<file path="config.mk">
export PLATFORM = sky130hd
export DESIGN_NAME = iter_mul_ctrl
export DESIGN_NICKNAME = d
export VERILOG_FILES = /design/src/rtl/iter_mul_ctrl.sv
export SDC_FILE = /design/constraint.sdc
export NUM_CORES = 1
export LEC_CHECK = 0
export BUFFER_PORTS_ARGS = -buffer_cell sky130_fd_sc_hd__clkbuf_2
export CAP_MARGIN = 10
export CORE_MARGIN = 2
export CORE_UTILIZATION = 25
export DETAILED_ROUTE_END_ITERATION = 10
export SLEW_MARGIN = 20
export SYNTH_ARGS = -nofsm -noshare
export SYNTH_HDL_FRONTEND = slang
export SYNTH_SLANG_ARGS = --single-unit
</file>
<file path="constraint.sdc">
create_clock -name clk -period 6.2 [get_ports clk]
set_input_delay 1.24 -clock clk [delete_from_list [all_inputs] [get_ports clk]]
set_output_delay 1.24 -clock clk [all_outputs]
set_load 0.05 [all_outputs]
</file>
<file path="src/rtl/iter_mul_ctrl.sv">
// iter_mul_ctrl: RV32M multiply sequencer for the execute stage.
// Runs a 32-iteration shift-add on operand magnitudes, applies the sign
// at the end, and returns the selected 32-bit half with a one-cycle done.
module iter_mul_ctrl #(
   parameter int XLEN = 32
) (
   input  logic            clk,
   input  logic            rst,
   input  logic            startE,
   input  logic [2:0]      funct3E,
   input  logic [XLEN-1:0] rdata1E,
   input  logic [XLEN-1:0] rdata2E,
   input  logic [4:0]      waddrE,
   output logic            stall,
   output logic            busy,
   output logic            done,
   output logic [XLEN-1:0] result,
   output logic [4:0]      waddr_out,
   output logic            reset_hold_start
);

   localparam int PW = 2 * XLEN;

   typedef enum logic [1:0] {
      S_IDLE = 2'd0,
      S_BUSY = 2'd1,
      S_DONE = 2'd2
   } state_t;

   state_t          state_q, state_d;
   logic [PW-1:0]   acc_q, acc_d;
   logic [PW-1:0]   mcand_q, mcand_d;
   logic [XLEN-1:0] mplier_q, mplier_d;
   logic [4:0]      cnt_q, cnt_d;
   logic            neg_q, neg_d;
   logic [2:0]      funct3_q, funct3_d;
   logic [XLEN-1:0] result_q, result_d;
   logic [4:0]      waddr_q, waddr_d;
   logic            busy_q, busy_d;
   logic            done_q, done_d;

   logic            accept;
   logic            signed1, signed2;
   logic            sign1, sign2;
   logic [XLEN-1:0] abs1, abs2;
   logic [PW-1:0]   sum;
   logic [PW-1:0]   prod;

   // Operand preparation, accept decode and the datapath step for one iteration
   always_comb begin
      accept  = (state_q == S_IDLE) && startE && !funct3E[2];
      // MULH: both signed; MULHSU: rs1 signed only; MUL/MULHU: unsigned
      signed1 = (funct3E == 3'b001) || (funct3E == 3'b010);
      signed2 = (funct3E == 3'b001);
      sign1   = signed1 && rdata1E[XLEN-1];
      sign2   = signed2 && rdata2E[XLEN-1];
      // Magnitude of the most negative value wraps to itself, which is
      // exactly its unsigned magnitude.
      abs1    = sign1 ? (~rdata1E + {{(XLEN-1){1'b0}}, 1'b1}) : rdata1E;
      abs2    = sign2 ? (~rdata2E + {{(XLEN-1){1'b0}}, 1'b1}) : rdata2E;
      sum     = acc_q + (mplier_q[0] ? mcand_q : {PW{1'b0}});
      prod    = neg_q ? (~sum + {{(PW-1){1'b0}}, 1'b1}) : sum;
   end

   // Next-state and next-register values for the sequencer
   always_comb begin
      state_d  = state_q;
      acc_d    = acc_q;
      mcand_d  = mcand_q;
      mplier_d = mplier_q;
      cnt_d    = cnt_q;
      neg_d    = neg_q;
      funct3_d = funct3_q;
      result_d = result_q;
      waddr_d  = waddr_q;
      case (state_q)
         S_IDLE: begin
            if (accept) begin
               acc_d    = {PW{1'b0}};
               mcand_d  = {{XLEN{1'b0}}, abs1};
               mplier_d = abs2;
               cnt_d    = 5'd0;
               neg_d    = sign1 ^ sign2;
               funct3_d = funct3E;
               waddr_d  = waddrE;
               if ((rdata1E == {XLEN{1'b0}}) || (rdata2E == {XLEN{1'b0}})) begin
                  // Product is zero: skip the iterations entirely
                  result_d = {XLEN{1'b0}};
                  state_d  = S_DONE;
               end else begin
                  state_d  = S_BUSY;
               end
            end
         end
         S_BUSY: begin
            acc_d    = sum;
            mcand_d  = mcand_q << 1;
            mplier_d = mplier_q >> 1;
            cnt_d    = cnt_q + 5'd1;
            if (cnt_q == 5'd31) begin
               // Last iteration: sign-correct the final sum and pick the half
               result_d = (funct3_q == 3'b000) ? prod[XLEN-1:0] : prod[PW-1:XLEN];
               state_d  = S_DONE;
            end
         end
         S_DONE: begin
            state_d = S_IDLE;
         end
         default: begin
            state_d = S_IDLE;
         end
      endcase
      busy_d = (state_d == S_BUSY);
      done_d = (state_d == S_DONE);
   end

   // State and datapath registers; reset discards any in-flight operation
   always_ff @(posedge clk or negedge rst) begin
      if (!rst) begin
         state_q  <= S_IDLE;
         acc_q    <= {PW{1'b0}};
         mcand_q  <= {PW{1'b0}};
         mplier_q <= {XLEN{1'b0}};
         cnt_q    <= 5'd0;
         neg_q    <= 1'b0;
         funct3_q <= 3'b000;
         result_q <= {XLEN{1'b0}};
         waddr_q  <= 5'd0;
         busy_q   <= 1'b0;
         done_q   <= 1'b0;
      end else begin
         state_q  <= state_d;
         acc_q    <= acc_d;
         mcand_q  <= mcand_d;
         mplier_q <= mplier_d;
         cnt_q    <= cnt_d;
         neg_q    <= neg_d;
         funct3_q <= funct3_d;
         result_q <= result_d;
         waddr_q  <= waddr_d;
         busy_q   <= busy_d;
         done_q   <= done_d;
      end
   end

   // Stall covers the start cycle combinationally, then every iteration
   assign stall            = accept || (state_q == S_BUSY);
   assign busy             = busy_q;
   assign done             = done_q;
   assign reset_hold_start = done_q;
   assign result           = result_q;
   assign waddr_out        = waddr_q;

endmodule

</file>
==> flow_metrics.tcl, run 1 <==
set metrics [dict create \
    status "complete, no violations" \
    wirelength_mm 60.5 \
    finClkSkew_ns 0.0210 \
    netlist_instances 2098 \
    grt_max_degree 119 \
    tightest_slew_ns 0.998 \
    clock_sinks 210 \
    timing.final.crit_share_pct 92.6 \
    synthMuxAreaShare_pct 1.05 \
    cts_setup_buffers 0 \
    yosys.area.top_type "dfrtp_1" \
    place_congestion 0.945 \
    hold-worst-slack_ns 0.483 \
    grt_pass1_wl_mm 92.8 \
    tns_ns 0 \
    critPathArrivalTime_ns 6.24 \
    synth_top_family_by_area "compound AO/OA/AOI/OAI gates" \
    rows 94 \
    synth_edf_count 0 \
    cp-start-kind "flop" \
    vias_per_cell 5.36 \
    vdd_drop_max_v 0.000245 \
    hold_viol 0 \
    power.share.sequential_pct 25.7 \
    switching_share_pct 51.3 \
    synth-simple-area-share_pct 25.0 \
    cts_tree "yes" \
    timing.fmax_ghz 0.174 \
    setup_viol 0 \
    route.detailed.drc 0 \
    final_area_um2 18800 \
    ctsRootBufferMaster "clkbuf_16" \
    hold_buffers 0 \
    synth_sequential_area_ratio_pct 31.8 \
    worstReg2RegEnd "result[27]" \
    drive_gt1_share_pct 10.9 \
    p_switching_mw 4.78 \
    clock_latency_ns 0.57 \
    fillers 7085 \
    clockPowerShare_pct 16.8 \
    grtUsageTotal_pct 17.3 \
    htreeDepth 1 \
    die_x_um 261 \
    syn_area_um2 16500 \
    yosysWarningCount 0 \
    min_from "mplier_q[31]" \
    yosysMostFrequentCell "nand2_1" \
    synth-main-ff-cell "dfrtp_1" \
    r2r_setup_slack_ns 0.46 \
    hold_depth 2 \
    dpl_cell_area_um2 18000 \
    area_growth_pct 14.1 \
    path_max_fanout 16 \
    routedWlPerCell_um 20.0 \
    ant_nets 0 \
    synth_fp_nets 2242 \
    synth_xor_area_share_pct 7.01 \
    n_antenna_cell 0 \
    synth.avg_cell_area_um2 7.87 \
    internal_power_mw 4.54 \
    drt_iter0_drc 1427 \
    vias 16200 \
    dr.pass1.iters 6 \
    ys_types 91 \
    die_y_um 261 \
    dieArea_um2 68100 \
    synth.area.top_cells "dfrtp_1 32%, o21ai_0 6.8%, nand2_1 6.4%" \
    p_per_area_nw_per_um2 495 \
    ioPinCount 116 \
    antenna_found_initial 0 \
    layout.nets 2286 \
    whs_endpoint "mplier_q[31]" \
    slew_viol_final 0 \
    slew_headroom_pct 33.3 \
    yosys-top-cells-count "280 x nand2_1, 224 x o21ai_0, 210 x dfrtp_1" \
    synth_compound_area_share_pct 26.1 \
    coreArea_um2 65500 \
    period_minus_slack_ns 5.74 \
    p_comb_share_pct 57.5 \
    cts_buffers 26 \
    gr-total-overflow 0 \
    start_util_pct 25.2 \
    port_buffers 115 \
    r2r-start "mplier_q[0]" \
    p_leak_nw 7.94 \
    grt_pass1_vias 15500 \
    cts_buffer_depth 3 \
    synth_fa_ha_area_share_pct 5.28 \
    postCtsResizedCells 0 \
    crit_type "reg -> reg" \
    rr_worst_depth 15 \
    hold_path.class "reg -> reg" \
    rsz0062_at_grt "no" \
    clk_pin_slew_ns 0.06 \
    dp_hpwl_mm 45.9 \
    endpoint_kind "flop" \
    ys_async_sr_fraction_pct 100 \
    ys_seq_elements 210 \
    cap_violations 0 \
    cp_data_required_time_ns 6.70 \
    synth_top_cell_area_share_pct 31.8 \
]
[cell families after synthesis]
| kind of cell | count (synthesis) |
|---|---|
| and+or+nand+nor | 834 |
| AOI/OAI and AO/OA | 677 |
| DFF | 210 |
| buffers and inverters | 159 |
| xor gates and xnor gates | 132 |
| adders and majority gates | 69 |
| muxes | 17 |
[worst max-delay path, stage by stage (launching register included)]
cell      delay [ns]
dfrtp_2         0.48
buf_4           0.24
and2_1          0.19
ha_1            0.51
nand4_1         0.27
nor4_1          0.52
o211ai_1        0.27
a31oi_1         0.60
nor2_1          0.18
o311ai_1        0.59
nand2_1         0.16
nor4_1          0.71
nand2_1         0.28
o311a_1         0.40
o21ai_1         0.14
a22o_1          0.13
[metrics by stage]
stage	instances	utilization, %	total power [mW]	worst slack, ns
global placement	2978	27.4	7.71	0.393
CTS	3025	28.7	9.31	0.500
global route	3025	28.7	9.95	0.118
detailed placement	2978	27.4	7.70	0.494
finish	3025	28.7	9.32	0.460
floorplan	2098	-	5.93	1.54
[cell type report]
| class | count | area [um^2] | share of cell area [%] |
|---|---|---|---|
| Multi-Input combinational cell | 1729 | 10700 | 56.7 |
| Sequential cell | 210 | 5260 | 27.9 |
| Tap cell | 864 | 1080 | 5.74 |
| Timing Repair Buffer | 143 | 821 | 4.36 |
| Clock buffer | 33 | 728 | 3.87 |
| Clock inverter | 14 | 136 | 0.724 |
| Inverter | 32 | 120 | 0.638 |
[worst max path at each step]
stage	start	endpoint	slack, ns	cells past startpoint
2_1_floorplan	mplier_q[0]	result[30]	1.54	18
3_3_place_gp	mplier_q[0]	result[27]	0.39	15
3_5_place_dp	mplier_q[0]	result[27]	0.49	15
4_1_cts	mplier_q[0]	result[27]	0.50	15
5_1_grt	mplier_q[0]	result[30]	0.12	15
6_report	mplier_q[0]	result[27]	0.46	15
[layout by cell type, fill, tap and decap left out, types with 9 or more instances in the layout]
| cell type | n |
|---|---|
| clkbuf_16 | 27 |
| nor4_1 | 21 |
| or3_1 | 21 |
| nand3_1 | 119 |
| xor2_1 | 66 |
| o21ai_0 | 224 |
| a22oi_1 | 85 |
| nand2b_1 | 16 |
| ha_1 | 68 |
| a22o_1 | 9 |
| o21ai_1 | 21 |
| a31oi_1 | 16 |
| o21a_1 | 14 |
| o211ai_1 | 25 |
| and2_1 | 76 |
| mux2i_1 | 14 |
| nand4_1 | 38 |
| a21oi_1 | 121 |
| nand2_1 | 280 |
| or2_2 | 17 |
| nor2_1 | 127 |
| xnor2_1 | 66 |
| clkbuf_2 | 114 |
| nor3_1 | 48 |
| o31ai_1 | 27 |
| inv_1 | 32 |
| buf_4 | 26 |
| o211a_1 | 10 |
| and3_1 | 9 |
| or4_1 | 11 |
| dfrtp_1 | 209 |
| a21o_1 | 27 |
[routing by layer]
metal	global-route usage [%]	vias up	wire, um
li1	-	7793	-
met5	0	-	0
met3	2.43	108	3790
met2	28.0	542	27500
met4	5.97	0	2250
met1	23.5	7779	27000
[state kept, by name, indices dropped and copies added, names as in the netlist, 2 cells and up]
register,count
mplier_q,32
result,32
waddr_out,5
mcand_q,64
acc_q,64
cnt_q,5
funct3_q,3
state_q,2
[power groups by stage]
stage	Clock (mW)	Combinational (mW)	Sequential, mW
after global routing	1.65	5.84	2.46
after CTS	1.60	5.31	2.40
after global placement	0	5.30	2.40
after detailed placement	0	5.30	2.41
final	1.57	5.36	2.40
after floorplan	0	3.31	2.62
No activity file was read; power rests on OpenSTA's default activity.
==> inputs of run 2 (changes only) <==
REMOVE_ABC_BUFFERS = 1   (was default)
==> flow_metrics.tcl, run 2 (synthesized netlist as in run 1, its figures left out) <==
set metrics [dict create \
    status "complete, no violations" \
    dr.pass1.iters 6 \
    layout.cells.most_common_list "280 x nand2_1, 224 x o21ai_0, 210 x dfrtp_1" \
    cap_violations 0 \
    coreArea_um2 65500 \
    critPathMaxStageDelay_ns 0.66 \
    clockPowerShare_pct 16.8 \
    hold_buffers 0 \
    route.detailed.drc 0 \
    clock_sinks 210 \
    postCtsResizedCells 0 \
    p_per_area_nw_per_um2 492 \
    setup_viol 0 \
    switching_share_pct 51.1 \
    die_y_um 261 \
    layout.nets 2286 \
    timing.fmax_ghz 0.176 \
    n_antenna_cell 0 \
    internal_power_mw 4.53 \
    power.share.sequential_pct 26.0 \
    htreeDepth 1 \
    dieArea_um2 68100 \
    path_cells "buf_4 > and2_1 > ha_1 > a21oi_1 > o21ai_0 > a21o_1 > a221o_1 > or2_2 > o211ai_1 > o2111ai_1 > nor3b_2 > nand4_2 > o41ai_2 > xor2_1 > o21ai_1" \
    slew_headroom_pct 30.8 \
    dp_hpwl_mm 46.5 \
    dp_slack_ns 0.550 \
    drt_iter0_drc 1540 \
    start_util_pct 25.2 \
    port_buffers 115 \
    cts_setup_buffers 0 \
    cts_tree "yes" \
    endpoint_kind "flop" \
    vias 16500 \
    tightest_slew_ns 1.03 \
    path_max_fanout 44 \
    routedWlPerCell_um 20.3 \
    cp-startpoint "mplier_q[0]" \
    wirelength_mm 61.3 \
    clk_pin_slew_ns 0.06 \
    reg_top3 "acc_q x64, mcand_q x64" \
    rows 94 \
    slew_viol_final 0 \
    hold_path.class "reg -> reg" \
    ctsRootBufferMaster "clkbuf_16" \
    p_switching_mw 4.73 \
    die_x_um 261 \
    critPathArrivalTime_ns 6.15 \
    vdd_drop_max_v 0.000221 \
    period_minus_slack_ns 5.70 \
    clock_latency_ns 0.57 \
    cp-start-kind "flop" \
    crit_type "reg -> reg" \
    drive_gt1_share_pct 10.7 \
    fillers 7091 \
    ant_nets 0 \
    final_common_cell "nand2_1" \
    cts_buffers 26 \
    grtUsageTotal_pct 17.7 \
    place_congestion 1.00 \
    grt_pass1_wl_mm 94.6 \
    antenna_found_initial 0 \
    setup_slack_ns 0.504 \
    finClkSkew_ns 0.0222 \
    timing.final.crit_share_pct 91.9 \
    r2r-start "mplier_q[0]" \
    grt_pass1_vias 15800 \
    area_growth_pct 14.0 \
    gr-total-overflow 0 \
    seqCellArea_um2 5260 \
    vias_per_cell 5.44 \
    hold-worst-slack_ns 0.473 \
    cp_data_required_time_ns 6.65 \
    hold_viol 0 \
    rsz0062_at_grt "no" \
    p_leak_nw 7.93 \
    multiInputGateArea_um2 10700 \
    ioPinCount 116 \
    critPathTopFamily "compound AO/OA/AOI/OAI gates" \
    min_from "waddr_out[2]" \
    p_comb_share_pct 57.3 \
    cts_buffer_depth 3 \
    critPathBufInv 1 \
    grt_max_degree 123 \
    slowest_stage "dfrtp_1" \
]
-- run 2: worst reg2reg max path: cells and delay by family, from the launching register on --
family                   cells  cell delay (ns)
AO/OA/AOI/OAI                8             2.51
buffers and inverters        1             0.46
adder cells (fa/ha/maj)      1             0.34
XOR/XNOR                     1             0.19
flip-flops                   1             0.66
AND/OR/NAND/NOR              4             1.44
-- run 2: layout make-up --
type | instances | share of cell area (%)
timing repair buffer | 143 | 4.36
multi-input combinational | 1729 | 56.8
sequential | 210 | 27.9
clock buffer | 38 | 4.13
tap | 864 | 5.74
inverter | 32 | 0.638
clock inverter | 9 | 0.432
-- run 2: final timing paths --
kind / endpoint / slack (ns) / cells after the start
max: result[30] / 0.50 / 15
min: waddr_out[2] / 0.47 / 2
max reg2reg: result[30] / 0.50 / 15
min reg2reg: waddr_out[2] / 0.47 / 2
max in group asynchronous: funct3_q[2] / 4.37 / 2
min in group asynchronous: mcand_q[45] / 0.66 / 1
-- run 2: metal layers --
layer | vias up | track usage, % | part of all wire (%)
li1 | 7802 | - | -
met3 | 128 | 2.95 | 6.5
met5 | - | 0 | 0
met2 | 596 | 27.7 | 44
met4 | 0 | 7.00 | 4.0
met1 | 7942 | 24.2 | 45
-- run 2: through the flow --
stage	TNS [ns]	power (mW)	utilization, %	cell area, um^2	instances
detailed placement	0	7.65	27.4	18000	2978
floorplan	-156.18	5.86	-	16000	1971
CTS	0	9.23	28.7	18800	3025
finish	0	9.26	28.7	18800	3025
global route	0	9.89	28.7	18800	3025
global placement	0	7.63	27.4	18000	2978
-- run 2: power groups by stage --
stage / sequential, mW / combinational [mW] / clock, mW
floorplan: 2.67 / 3.20 / 0
global placement: 2.42 / 5.21 / 0
detailed placement: 2.42 / 5.23 / 0
CTS: 2.41 / 5.24 / 1.58
global route: 2.48 / 5.77 / 1.63
finish: 2.41 / 5.30 / 1.55
